**config.mk**
```make
export PLATFORM = sky130hd
export DESIGN_NAME = pixel_layer_fetch
export DESIGN_NICKNAME = d
export VERILOG_FILES = /design/src/rtl/pixel_pkg.sv /design/src/rtl/pixel_layer_fetch_sprite_window.sv /design/src/rtl/pixel_layer_fetch.sv
export SDC_FILE = /design/constraint.sdc
export NUM_CORES = 1
export LEC_CHECK = 0
export CAP_MARGIN = 10
export CORE_UTILIZATION = 40
export DETAILED_ROUTE_END_ITERATION = 7
export GPL_TIMING_DRIVEN = 0
export PLACE_DENSITY = 0.72
export SLEW_MARGIN = 15
export SYNTH_ARGS = -nofsm -noshare
export SYNTH_HDL_FRONTEND = slang
export SYNTH_SLANG_ARGS = --single-unit
```
**constraint.sdc**
```tcl
create_clock -name Clk -period 3.55 [get_ports Clk]
set_input_delay 0.71 -clock Clk [delete_from_list [all_inputs] [get_ports Clk]]
set_output_delay 0.71 -clock Clk [all_outputs]
set_load 0.02 [all_outputs]
```
**src/rtl/pixel_pkg.sv**
```systemverilog
// Shared types and constants for the per-pixel layer compositor.
package pixel_pkg;
    localparam int SPR_W  = 32;
    localparam int SPR_H  = 32;
    localparam int BG_W   = 320;
    localparam int SPR_XB = $clog2(SPR_W);
    localparam int SPR_YB = $clog2(SPR_H);
    localparam logic [3:0] TRANSPARENT_IDX = 4'h0;

    typedef enum logic [2:0] {
        AREA   = 3'd0,
        FOREST = 3'd1,
        KIRBY  = 3'd2,
        ENEMY  = 3'd3,
        START  = 3'd4
    } pal_sel_t;

    typedef enum logic [1:0] {
        SCN_AREA   = 2'd0,
        SCN_FOREST = 2'd1,
        SCN_START  = 2'd2,
        SCN_RSVD   = 2'd3
    } scene_t;

    typedef struct packed {
        logic [9:0] x;
        logic [9:0] y;
    } pos_t;
endpackage

```
**src/rtl/pixel_layer_fetch_sprite_window.sv**
```systemverilog
// Sprite hit test and ROM address for one sprite at the current draw position.
module sprite_window import pixel_pkg::*; (
    input  logic [9:0] pos_x,
    input  logic [9:0] pos_y,
    input  logic [9:0] draw_x,
    input  logic [9:0] draw_y,
    input  logic       mirror,
    input  logic       enable,
    output logic       hit,
    output logic [9:0] addr
);
    logic [10:0]       dx;
    logic [10:0]       dy;
    logic [SPR_XB-1:0] col;

    assign dx = {1'b0, draw_x} - {1'b0, pos_x};
    assign dy = {1'b0, draw_y} - {1'b0, pos_y};

    // A negative offset sets the sign bit, so one unsigned compare covers both bounds.
    assign hit  = enable && (dx < 11'(SPR_W)) && (dy < 11'(SPR_H));
    assign col  = mirror ? ~dx[SPR_XB-1:0] : dx[SPR_XB-1:0];
    assign addr = hit ? 10'({dy[SPR_YB-1:0], col}) : '0;
endmodule

```
**src/rtl/pixel_layer_fetch.sv**
```systemverilog
// Layer compositor: drives sprite/background ROM addresses and resolves priority, 3-cycle latency.
module pixel_layer_fetch import pixel_pkg::*; (
    input  logic        Clk,
    input  logic        Reset_n,
    input  logic        in_valid,
    input  logic [9:0]  DrawX,
    input  logic [9:0]  DrawY,
    input  logic        frame_start,
    input  logic [1:0]  scene,
    input  logic [9:0]  kirby_x,
    input  logic [9:0]  kirby_y,
    input  logic        kirby_left,
    input  logic [9:0]  enemy_x,
    input  logic [9:0]  enemy_y,
    input  logic        enemy_alive,
    output logic [16:0] bg_addr,
    output logic [9:0]  kirby_addr,
    output logic [9:0]  enemy_addr,
    input  logic [3:0]  bg_data,
    input  logic [3:0]  kirby_data,
    input  logic [3:0]  enemy_data,
    output logic        out_valid,
    output logic [3:0]  pix_idx,
    output pal_sel_t    pal_sel
);
    scene_t     lat_scene;
    pos_t       lat_k, lat_e;
    logic       lat_kleft, lat_ealive;

    // The latch is a register, so a pixel in the same cycle as frame_start sees the old scene.
    always_ff @(posedge Clk or negedge Reset_n) begin
        if (!Reset_n) begin
            lat_scene  <= SCN_AREA;
            lat_k      <= '0;
            lat_e      <= '0;
            lat_kleft  <= 1'b0;
            lat_ealive <= 1'b0;
        end else if (frame_start) begin
            lat_scene  <= scene_t'(scene);
            lat_k      <= '{x: kirby_x, y: kirby_y};
            lat_e      <= '{x: enemy_x, y: enemy_y};
            lat_kleft  <= kirby_left;
            lat_ealive <= enemy_alive;
        end
    end

    logic       k_hit, e_hit;
    logic [9:0] k_addr, e_addr;
    logic [16:0] bg_addr_d;

    sprite_window u_kirby (
        .pos_x(lat_k.x), .pos_y(lat_k.y), .draw_x(DrawX), .draw_y(DrawY),
        .mirror(lat_kleft), .enable(1'b1), .hit(k_hit), .addr(k_addr)
    );

    sprite_window u_enemy (
        .pos_x(lat_e.x), .pos_y(lat_e.y), .draw_x(DrawX), .draw_y(DrawY),
        .mirror(1'b0), .enable(lat_ealive), .hit(e_hit), .addr(e_addr)
    );

    assign bg_addr_d = 17'(DrawY[9:1]) * 17'(BG_W) + 17'(DrawX[9:1]);

    logic [2:0] vld_pipe;
    logic [1:0] hit_s1, hit_s2;
    scene_t     scn_s1, scn_s2;

    always_ff @(posedge Clk or negedge Reset_n) begin
        if (!Reset_n) begin
            vld_pipe   <= '0;
            bg_addr    <= '0;
            kirby_addr <= '0;
            enemy_addr <= '0;
            hit_s1     <= '0;
            hit_s2     <= '0;
            scn_s1     <= SCN_AREA;
            scn_s2     <= SCN_AREA;
        end else begin
            vld_pipe   <= {vld_pipe[1:0], in_valid};
            bg_addr    <= bg_addr_d;
            kirby_addr <= k_addr;
            enemy_addr <= e_addr;
            hit_s1     <= {k_hit, e_hit};
            scn_s1     <= lat_scene;
            hit_s2     <= hit_s1;
            scn_s2     <= scn_s1;
        end
    end

    pal_sel_t   sel_d;
    logic [3:0] idx_d;

    always_comb begin
        sel_d = (scn_s2 == SCN_FOREST) ? FOREST : AREA;
        idx_d = bg_data;
        if (scn_s2 == SCN_START) begin
            sel_d = START;
        end else if (hit_s2[1] && kirby_data != TRANSPARENT_IDX) begin
            sel_d = KIRBY;
            idx_d = kirby_data;
        end else if (hit_s2[0] && enemy_data != TRANSPARENT_IDX) begin
            sel_d = ENEMY;
            idx_d = enemy_data;
        end
    end

    always_ff @(posedge Clk or negedge Reset_n) begin
        if (!Reset_n) begin
            pix_idx <= '0;
            pal_sel <= AREA;
        end else if (vld_pipe[1]) begin
            pix_idx <= idx_d;
            pal_sel <= sel_d;
        end
    end

    assign out_valid = vld_pipe[2];
endmodule

```
==> results of run 1 <==
-- cell families after synthesis --
family / share of synthesized area (%)
AO/OA/AOI/OAI: 16.3
XOR/XNOR: 5.15
adder cells (fa/ha/maj): 14.2
buffers and inverters: 5.65
flip-flops: 41.6
multiplexers: 2.39
AND/OR/NAND/NOR: 14.8
-- worst max-delay path, stage by stage --
cell	delay [ns]
clkdlybuf4s50_1	0.41
inv_1	0.16
ha_1	0.21
inv_1	0.06
fa_1	0.43
a21oi_2	0.18
o221ai_1	0.18
xnor2_1	0.17
nand4_1	0.11
a2111oi_1	0.31
nand4_1	0.17
buf_2	0.24
nor4b_4	0.28
-- worst min path at each step --
| stage | start | to | slack [ns] | cells past startpoint |
|---|---|---|---|---|
| finish | Reset_n | lat_e[3] | 0.29 | 1 |
| detailed placement | scn_s1[0] | scn_s2[0] | 0.34 | 0 |
| floorplan | hit_s1[0] | hit_s2[0] | 0.33 | 0 |
| global placement | vld_pipe[0] | vld_pipe[1] | 0.33 | 0 |
| CTS | Reset_n | lat_e[3] | 0.30 | 1 |
| global route | Reset_n | lat_e[4] | 0.33 | 1 |
-- power breakdown --
part	total, W	switching, W	internal, W
logic	0.00105	0.000575	0.000477
registers	0.00125	0.0000294	0.00122
clock network	0.000998	0.000495	0.000503
-- Yosys cell counts, drive strengths merged, types with 3 or more instances --
cell type	instances
o22ai	5
a21o	10
xnor2	23
o21a	4
buf	3
a31oi	5
nor2b	5
o211ai	6
nand3	10
o21ai	61
clkbuf	17
a211oi	8
inv	67
a211o	3
dfrtp	99
fa	6
mux2i	3
nor3b	3
ha	57
and4	9
or2	3
xor2	12
o41ai	4
nand4	3
nor4b	4
nand2	65
nor3	16
and3	4
nand2b	9
a21oi	32
mux2	10
nor2	22
-- per-stage QoR --
stage / setup TNS [ns] / instance area [um^2] / instances / util [%]
2_1_floorplan: 0 / 5960 / 617 / -
3_3_place_gp: -184.43 / 7420 / 924 / 51.0
3_5_place_dp: -4.10 / 7450 / 925 / 51.2
4_1_cts: 0 / 7750 / 941 / 53.3
5_1_grt: -0.000357 / 7760 / 941 / 53.4
6_report: 0 / 7760 / 941 / 53.4
-- cells in the final DEF (no fill, tap or decap), drive strengths merged, types with 10 or more instances in the layout --
master / instances
xnor2: 23
a21oi: 32
ha: 57
nor2: 22
o21ai: 61
clkdlybuf4s50: 120
nand3: 10
clkbuf: 26
a21o: 10
inv: 71
nor3: 16
nand2: 65
dfrtp: 99
xor2: 12
mux2: 10
-- cell type report --
cell class	instances	area [um^2]	share of cell area (%)
Timing Repair Buffer	124	1260	16.3
Inverter	67	251	3.24
Buffer	20	87.6	1.13
Clock buffer	9	225	2.90
Clock inverter	7	77.6	0.999
Sequential cell	99	2480	31.9
Tap cell	184	230	2.97
Multi-Input combinational cell	431	3150	40.6
-- metal layers --
metal | vias to the layer above | global-route usage, %
met1 | 2399 | 23.8
met4 | 0 | 9.90
met2 | 141 | 36.4
met5 | - | 0
met3 | 31 | 3.11
li1 | 2435 | -
-- sequential cells by signal, summed over array words and instances (netlist names), 2 cells and up --
register	count
hit_s1	2
bg_addr	17
pix_idx	4
kirby_addr	10
vld_pipe	3
scn_s1	2
scn_s2	2
lat_scene	2
hit_s2	2
lat_e	20
lat_k	20
enemy_addr	10
pal_sel	3
-- repair_timing --
action | CTS | global route
setup endpoints to repair | 0 | 8
setup buffers | 0 | 0
gates resized for setup | 0 | 5
hold endpoints to repair | 0 | 0
==> key figures, run 1 <==
Run status
  • Status: completed

Routing
  • Met3 routed WL: 664 um
  • Top Layer Used: met4
  • Via count: 5006
  • DR iter-0 viols: 285
  • Vias/cell: 5.32
  • Antenna-violating nets left: 0
  • Met1 WL: 6.33 mm
  • DR WL met2: 7.43 mm
  • WL final: 14.9 mm
  • Initial DRT Pass Iterations: 5
  • DRC: 0
  • Avg WL per Cell: 15.9 um

Timing
  • Skew final: 0.00809 ns
  • Final hold viol count: 0
  • Max Clk Rate: 298 MHz
  • Slew Viols, Final: 0
  • Hold_ws: 0.287 ns
  • Slew margin rel.: 39.3%
  • Tmin final: 3.36 ns
  • Setup violations, final: 0
  • Slew @ Worst Pin: 0.899 ns
  • Setup WS post-layout: 0.192 ns
  • Final period utilization: 94.6%

Logic synthesis
  • Dominant cell type by area after synthesis: dfrtp_1
  • Synth top area share: 41.6%
  • Sequential share of the synthesized area: 41.6%
  • FF+latch count, synth: 99
  • EDFF count, synth: 0
  • Syn nets: 760
  • Library cells used by synthesis: 62
  • Post-synth ARST share: 100%
  • Synth Flop Type: dfrtp_1
  • Synth area leaders: dfrtp_1 (42%), ha_1 (12%), o21ai_0 (5.0%), inv_1 (4.2%), nand2_1 (4.1%)
  • Syn. warnings: 0
  • Mapped Cells: 617
  • Mapped Area: 5960 um^2
  • Avg Inst Size Synth: 9.65 um^2

Place
  • Hpwl dp: 11.8 mm
  • IO buf count: 123
  • Pre-CTS setup slack: -0.273 ns
  • Routability cong.: 0.897

Clock network
  • H-tree levels: 3
  • Clock Sink Count: 99
  • Clk buf depth: 2
  • CTS tree: done
  • Reg clk slew, reported paths: 0.08 ns
  • Post-CTS Hold Fix Bufs: 0
  • CTS root buf: clkbuf_16
  • TritonCTS buffer count: 9
  • Worst-Skew Late Latency: 0.36 ns

Floorplan
  • Core Region: 14500 um^2
  • Die H: 124 um
  • Die area: 15400 um^2
  • Row cnt: 44
  • Initial Utilization: 41.0%
  • Die span in x: 124 um
  • Num ports: 125

Global route
  • Gr usage total: 20.4%
  • First-pass GRT wire length: 23.7 mm
  • Initial antenna violation count: 0
  • Largest net degree at the start of global routing: 52
  • Vias in the first global route: 5000
  • Gr ovfl total: 0

Setup path
  • Reg2reg start: lat_k[10]
  • Worst EP arrival: 3.63 ns
  • Crit-path max FO: 10
  • CP startpoint: DrawY[0]
  • Crit Reg-Reg Endpoint: kirby_addr[4]
  • Startpoint Class: primary input
  • Worst EP required: 3.82 ns
  • Reg2reg path depth: 11
  • R2r setup slk: 0.73 ns
  • End of the critical path: enemy_addr[0]
  • Worst setup EP type: flip-flop
  • CP Class: primary input to flip-flop

Min path
  • Hold WC Path Type: primary input to async pin

Layout
  • Layout cells sized above 1: 6.47%
  • Fillers: 1361
  • Fin nets: 895
  • Antenna diode count: 0
  • P&R area growth vs syn: 30.3%

Pwr
  • VDD IR max: 0.255 mV
  • Power Total: 0.00330 W
  • Leak: 3.46 nW
  • PwrDens: 425 nW/um^2

Flow run
  • Max-Cap Viols: 0
(Power assumes the default switching activity.)
==> inputs of run 2 (changes only) <==
--- a/config.mk
+++ b/config.mk
@@ -10,6 +10,7 @@
 export DETAILED_ROUTE_END_ITERATION = 7
 export GPL_TIMING_DRIVEN = 0
 export PLACE_DENSITY = 0.72
+export REMOVE_ABC_BUFFERS = 1
 export SLEW_MARGIN = 15
 export SYNTH_ARGS = -nofsm -noshare
 export SYNTH_HDL_FRONTEND = slang
==> constraint.sdc (replaced) <==
create_clock -name Clk -period 4.26 [get_ports Clk]
set_input_delay 0.852 -clock Clk [delete_from_list [all_inputs] [get_ports Clk]]
set_output_delay 0.852 -clock Clk [all_outputs]
set_load 0.02 [all_outputs]
==> key figures, run 2 (same netlist as run 1, synthesis figures left out) <==
Layout
  • Final non-filler cell area: 7680 um^2
  • Antenna diode count: 0
  • Fin nets: 876
  • Most frequent cells in the layout: clkdlybuf4s50_1 (122), dfrtp_1 (99), inv_1 (67)
  • Biggest regs: lat_e: 20 flops, lat_k: 20 flops, bg_addr: 17 flops
  • P&R area growth vs syn: 29.0%
  • Layout cells sized above 1: 6.23%
  • Final Util: 52.9%
  • Commonest non-fill, non-tap cell in the layout: clkdlybuf4s50_1

Setup path
  • Reg2reg start: lat_e[0]
  • Worst EP required: 4.55 ns
  • R2r setup slk: 1.00 ns
  • Worst setup EP type: flip-flop
  • CP Class: primary input to flip-flop
  • Reg2reg path depth: 10
  • Crit Reg-Reg Endpoint: enemy_addr[3]
  • Startpoint Class: primary input
  • Crit-path max FO: 11
  • Worst EP arrival: 4.23 ns

Clock network
  • TritonCTS buffer count: 9
  • Clk buf depth: 2
  • CTS tree: done
  • H-tree levels: 3
  • Reg clk slew, reported paths: 0.08 ns
  • Worst-Skew Late Latency: 0.36 ns
  • CTS resizes: 0
  • Post-CTS Hold Fix Bufs: 0
  • CTS root buf: clkbuf_16
  • Postcts setup bufs: 0
  • Clock Sink Count: 99

Timing
  • Setup violations, final: 0
  • Skew final: 0.0115 ns
  • Setup WS post-layout: 0.324 ns
  • Slew Viols, Final: 0
  • Slew margin rel.: 31.1%
  • Final period utilization: 92.4%
  • Max Clk Rate: 254 MHz
  • RSZ-0062 raised after global routing: no
  • Tmin final: 3.94 ns
  • Final hold viol count: 0
  • Slew @ Worst Pin: 1.03 ns

Floorplan
  • Die H: 124 um
  • Num ports: 125
  • Core Region: 14500 um^2
  • Initial Utilization: 41.0%
  • Die area: 15400 um^2
  • Row cnt: 44
  • Die span in x: 124 um

Global route
  • Vias in the first global route: 4860
  • First-pass GRT wire length: 23.8 mm
  • Initial antenna violation count: 0
  • Largest net degree at the start of global routing: 81
  • Gr ovfl total: 0
  • Gr usage total: 20.5%

Pwr
  • PwrDens: 357 nW/um^2
  • VDD IR max: 0.226 mV
  • Leak: 3.43 nW
  • Internal power: 0.00183 W
  • Clock power share: 30.3%
  • Combinational group share of total power: 31.6%
  • Sequential power share: 38.1%
  • Net Sw Power: 0.000912 W
  • Sw frac: 33.3%

Min path
  • Hold depth: 0
  • Hold WC Path Type: flip-flop to flip-flop
  • Min-delay src: hit_s1[0]
  • Hold endpoint: hit_s2[0]

Flow run
  • Max-Cap Viols: 0

Place
  • Hpwl dp: 10.9 mm
  • Routability cong.: 0.849
  • IO buf count: 124
  • Pre-CTS setup slack: -0.267 ns
  • Placed Area: 7370 um^2

Routing
  • WL final: 14.5 mm
  • Via count: 4894
  • Antenna-violating nets left: 0
  • Initial DRT Pass Iterations: 4
  • DR iter-0 viols: 299
  • Vias/cell: 5.31
  • DRC: 0
  • Avg WL per Cell: 15.8 um

Run status
  • Status: completed
## run 2: cell type report
class                           count  area [um^2]
Clock buffer                        9          225
Timing Repair Buffer              125         1270
Inverter                           67          251
Tap cell                          184          230
Fill cell                        1329         6850
Clock inverter                      7         78.8
Sequential cell                    99         2480
Multi-Input combinational cell    431         3150
## run 2: worst max-delay path by stage
stage | startpoint | cells past startpoint | end | slack [ns]
after floorplan | DrawX[0] | 11 | enemy_addr[3] | 0.93
after global placement | Reset_n | 1 | lat_e[12] | -1.30
after detailed placement | DrawX[1] | 9 | kirby_addr[3] | -0.27
after CTS | DrawX[1] | 9 | kirby_addr[3] | 0.11
after global routing | DrawY[0] | 12 | enemy_addr[3] | 0.08
final | DrawY[0] | 12 | enemy_addr[3] | 0.32
## run 2: per-layer routing
metal | wire length, um | vias to the layer above | global-route usage (%)
li1 | - | 2401 | -
met1 | 6460 | 2301 | 26.3
met2 | 6930 | 166 | 33.8
met3 | 784 | 26 | 4.03
met4 | 355 | 0 | 8.18
met5 | 0 | - | 0
## run 2: per-stage QoR
stage | std cells | setup TNS [ns] | power [W] | hold slack [ns]
2_1_floorplan | 597 | 0 | 0.00160 | 0.331
3_3_place_gp | 905 | -129.22 | 0.00189 | 0.331
3_5_place_dp | 906 | -2.57 | 0.00192 | 0.335
4_1_cts | 922 | 0 | 0.00276 | 0.353
5_1_grt | 922 | 0 | 0.00291 | 0.359
6_report | 922 | 0 | 0.00274 | 0.351
## run 2: power by group through the flow
stage / clock [W] / combinational, W / sequential, W
after floorplan: 0 / 0.000496 / 0.00111
after global placement: 0 / 0.000832 / 0.00106
after detailed placement: 0 / 0.000858 / 0.00106
after CTS: 0.000852 / 0.000866 / 0.00105
after global routing: 0.000892 / 0.000962 / 0.00105
final: 0.000829 / 0.000867 / 0.00104
## run 2: worst max-delay path, cell delays in order
cell and delay [ns]:
clkdlybuf4s50_1 0.40, inv_1 0.10, ha_1 0.17, inv_1 0.05, fa_1 0.41, a21oi_1 0.21, o221ai_1 0.18, xnor2_1 0.20
nand4_1 0.11, a2111oi_0 0.36, nand4_1 0.66, and4bb_2 0.53
==> inputs of run 3 (changes only) <==
--- a/config.mk
+++ b/config.mk
@@ -7,11 +7,12 @@
 export LEC_CHECK = 0
 export CAP_MARGIN = 10
 export CORE_UTILIZATION = 40
+export CTS_BUF_LIST = sky130_fd_sc_hd__clkbuf_8
 export DETAILED_ROUTE_END_ITERATION = 7
 export GPL_TIMING_DRIVEN = 0
 export PLACE_DENSITY = 0.72
 export REMOVE_ABC_BUFFERS = 1
-export SLEW_MARGIN = 15
+export SLEW_MARGIN = 30
 export SYNTH_ARGS = -nofsm -noshare
 export SYNTH_HDL_FRONTEND = slang
 export SYNTH_SLANG_ARGS = --single-unit
==> key figures, run 3 (same netlist as run 1, synthesis figures left out) <==
Floorplan
  • Die span in x: 124 um
  • Num ports: 125
  • Row cnt: 44
  • Initial Utilization: 41.0%
  • Die H: 124 um
  • Die area: 15400 um^2
  • Core Region: 14500 um^2

Timing
  • Slew Viols, Final: 0
  • Final period utilization: 90.3%
  • Skew final: 0.0107 ns
  • Max Clk Rate: 260 MHz
  • Final hold viol count: 0
  • Setup violations, final: 0
  • RSZ-0062 raised after global routing: no
  • Slew margin rel.: 43.5%
  • Setup TNS: 0 ns
  • Setup WS post-layout: 0.414 ns
  • Slew @ Worst Pin: 0.837 ns
  • Tmin final: 3.85 ns

Layout
  • Final non-filler cell area: 7620 um^2
  • Final Util: 52.4%
  • Fillers: 1347
  • Most frequent cells in the layout: clkdlybuf4s50_1 (122), dfrtp_1 (99), inv_1 (67)
  • Antenna diode count: 0
  • Commonest non-fill, non-tap cell in the layout: clkdlybuf4s50_1
  • Biggest regs: lat_e: 20 flops, lat_k: 20 flops, bg_addr: 17 flops
  • Fin nets: 877
  • Layout cells sized above 1: 6.63%
  • P&R area growth vs syn: 27.9%

Routing
  • Vias/cell: 5.30
  • Via count: 4895
  • DR iter-0 viols: 235
  • Top Layer Used: met4
  • WL final: 14.6 mm
  • DR WL met2: 6.85 mm
  • DRC: 0
  • Met1 WL: 6.45 mm
  • Avg WL per Cell: 15.8 um
  • Antenna-violating nets left: 0
  • Met3 routed WL: 844 um
  • Initial DRT Pass Iterations: 5

Global route
  • Gr usage total: 20.2%
  • Initial antenna violation count: 0
  • Largest net degree at the start of global routing: 71
  • Vias in the first global route: 4856
  • First-pass GRT wire length: 23.3 mm
  • Gr ovfl total: 0

Setup path
  • CP max-delay cell: nand4_1
  • CP Class: primary input to flip-flop
  • Worst EP arrival: 4.19 ns
  • Crit-path cells: clkdlybuf4s50_1, inv_1, ha_1, inv_1, fa_1, a21oi_1, o221ai_1, xnor2_1, nand4_1, a2111oi_0, nand4_1, and4bb_2
  • Worst EP required: 4.60 ns
  • Worst setup EP type: flip-flop
  • Top delay family on crit path: simple AND/OR/NAND/NOR gates
  • Max stage delay on crit path: 0.65 ns
  • Reg2reg path depth: 10
  • Crit-path max FO: 11
  • Critical path depth: 12
  • CP bufs+invs: 3
  • Startpoint Class: primary input

Clock network
  • Postcts setup bufs: 0
  • H-tree levels: 3
  • CTS root buf: clkbuf_8
  • Reg clk slew, reported paths: 0.11 ns
  • CTS tree: done
  • Clock Sink Count: 99
  • Clk buf depth: 2
  • Post-CTS Hold Fix Bufs: 0
  • Worst-Skew Late Latency: 0.40 ns
  • CTS resizes: 0
  • TritonCTS buffer count: 9

Run status
  • Status: completed

Pwr
  • PwrDens: 334 nW/um^2
  • Leak: 3.40 nW
  • VDD IR max: 0.179 mV
  • Power Total: 0.00254 W

Place
  • Routability cong.: 0.849
  • IO buf count: 124
  • Placed Area: 7400 um^2
  • Pre-CTS setup slack: 0.0273 ns
  • Hpwl dp: 11.1 mm

Flow run
  • Max-Cap Viols: 0

Min path
  • Hold WC Path Type: primary input to async pin
[run 3: cell types whose count changed in the layout (fill, tap and decap cells not counted)]
cell	before	now
clkbuf_8	0	9
xor2_1	12	11
xnor2_2	0	1
xor2_2	0	1
clkbuf_16	9	0
xnor2_1	23	22
buf_12	0	1
[run 3: worst paths after layout]
| kind | start | end | slack, ns |
|---|---|---|---|
| max | DrawY[0] | enemy_addr[3] | 0.41 |
| min | Reset_n | bg_addr[7] | 0.30 |
| max reg2reg | lat_e[0] | enemy_addr[3] | 1.01 |
| min reg2reg | vld_pipe[0] | vld_pipe[1] | 0.36 |
| max in group asynchronous | Reset_n | lat_e[13] | 3.32 |
| min in group Clk | vld_pipe[0] | vld_pipe[1] | 0.36 |
[run 3: power by group]
group | leakage, nW | switching [W] | internal (W) | total [W]
registers | 1.23 | 0.0000282 | 0.00102 | 0.00104
clock network | 0.104 | 0.000387 | 0.000237 | 0.000624
logic | 2.06 | 0.000480 | 0.000394 | 0.000874
[run 3: metrics by stage]
step / hold slack [ns] / std cells
after floorplan: 0.331 / 597
after global placement: 0.331 / 905
after detailed placement: 0.335 / 907
after CTS: 0.300 / 923
after global routing: 0.317 / 923
final: 0.302 / 923
[run 3: worst reg2reg max path, cell delays in order, from the launching register on]
cell       delay, ns
dfrtp_1         0.36
ha_1            0.17
inv_1           0.05
fa_1            0.41
a21oi_1         0.20
o221ai_1        0.17
xnor2_1         0.19
nand4_1         0.13
a2111oi_0       0.32
nand4_1         0.65
and4bb_2        0.54
[run 3: metal layers]
metal	track usage (%)	vias up
met2	34.0	168
met1	25.3	2294
met5	0	-
li1	-	2395
met4	8.93	0
met3	3.53	38
[run 3: area by class of cell]
| class | instances | area [um^2] | share of cell area (%) |
|---|---|---|---|
| timing repair buffer | 126 | 1290 | 16.9 |
| tap | 184 | 230 | 3.02 |
| sequential | 99 | 2480 | 32.5 |
| multi-input combinational | 431 | 3170 | 41.6 |
| clock buffer | 9 | 124 | 1.63 |
| inverter | 67 | 251 | 3.30 |
| clock inverter | 7 | 78.8 | 1.03 |
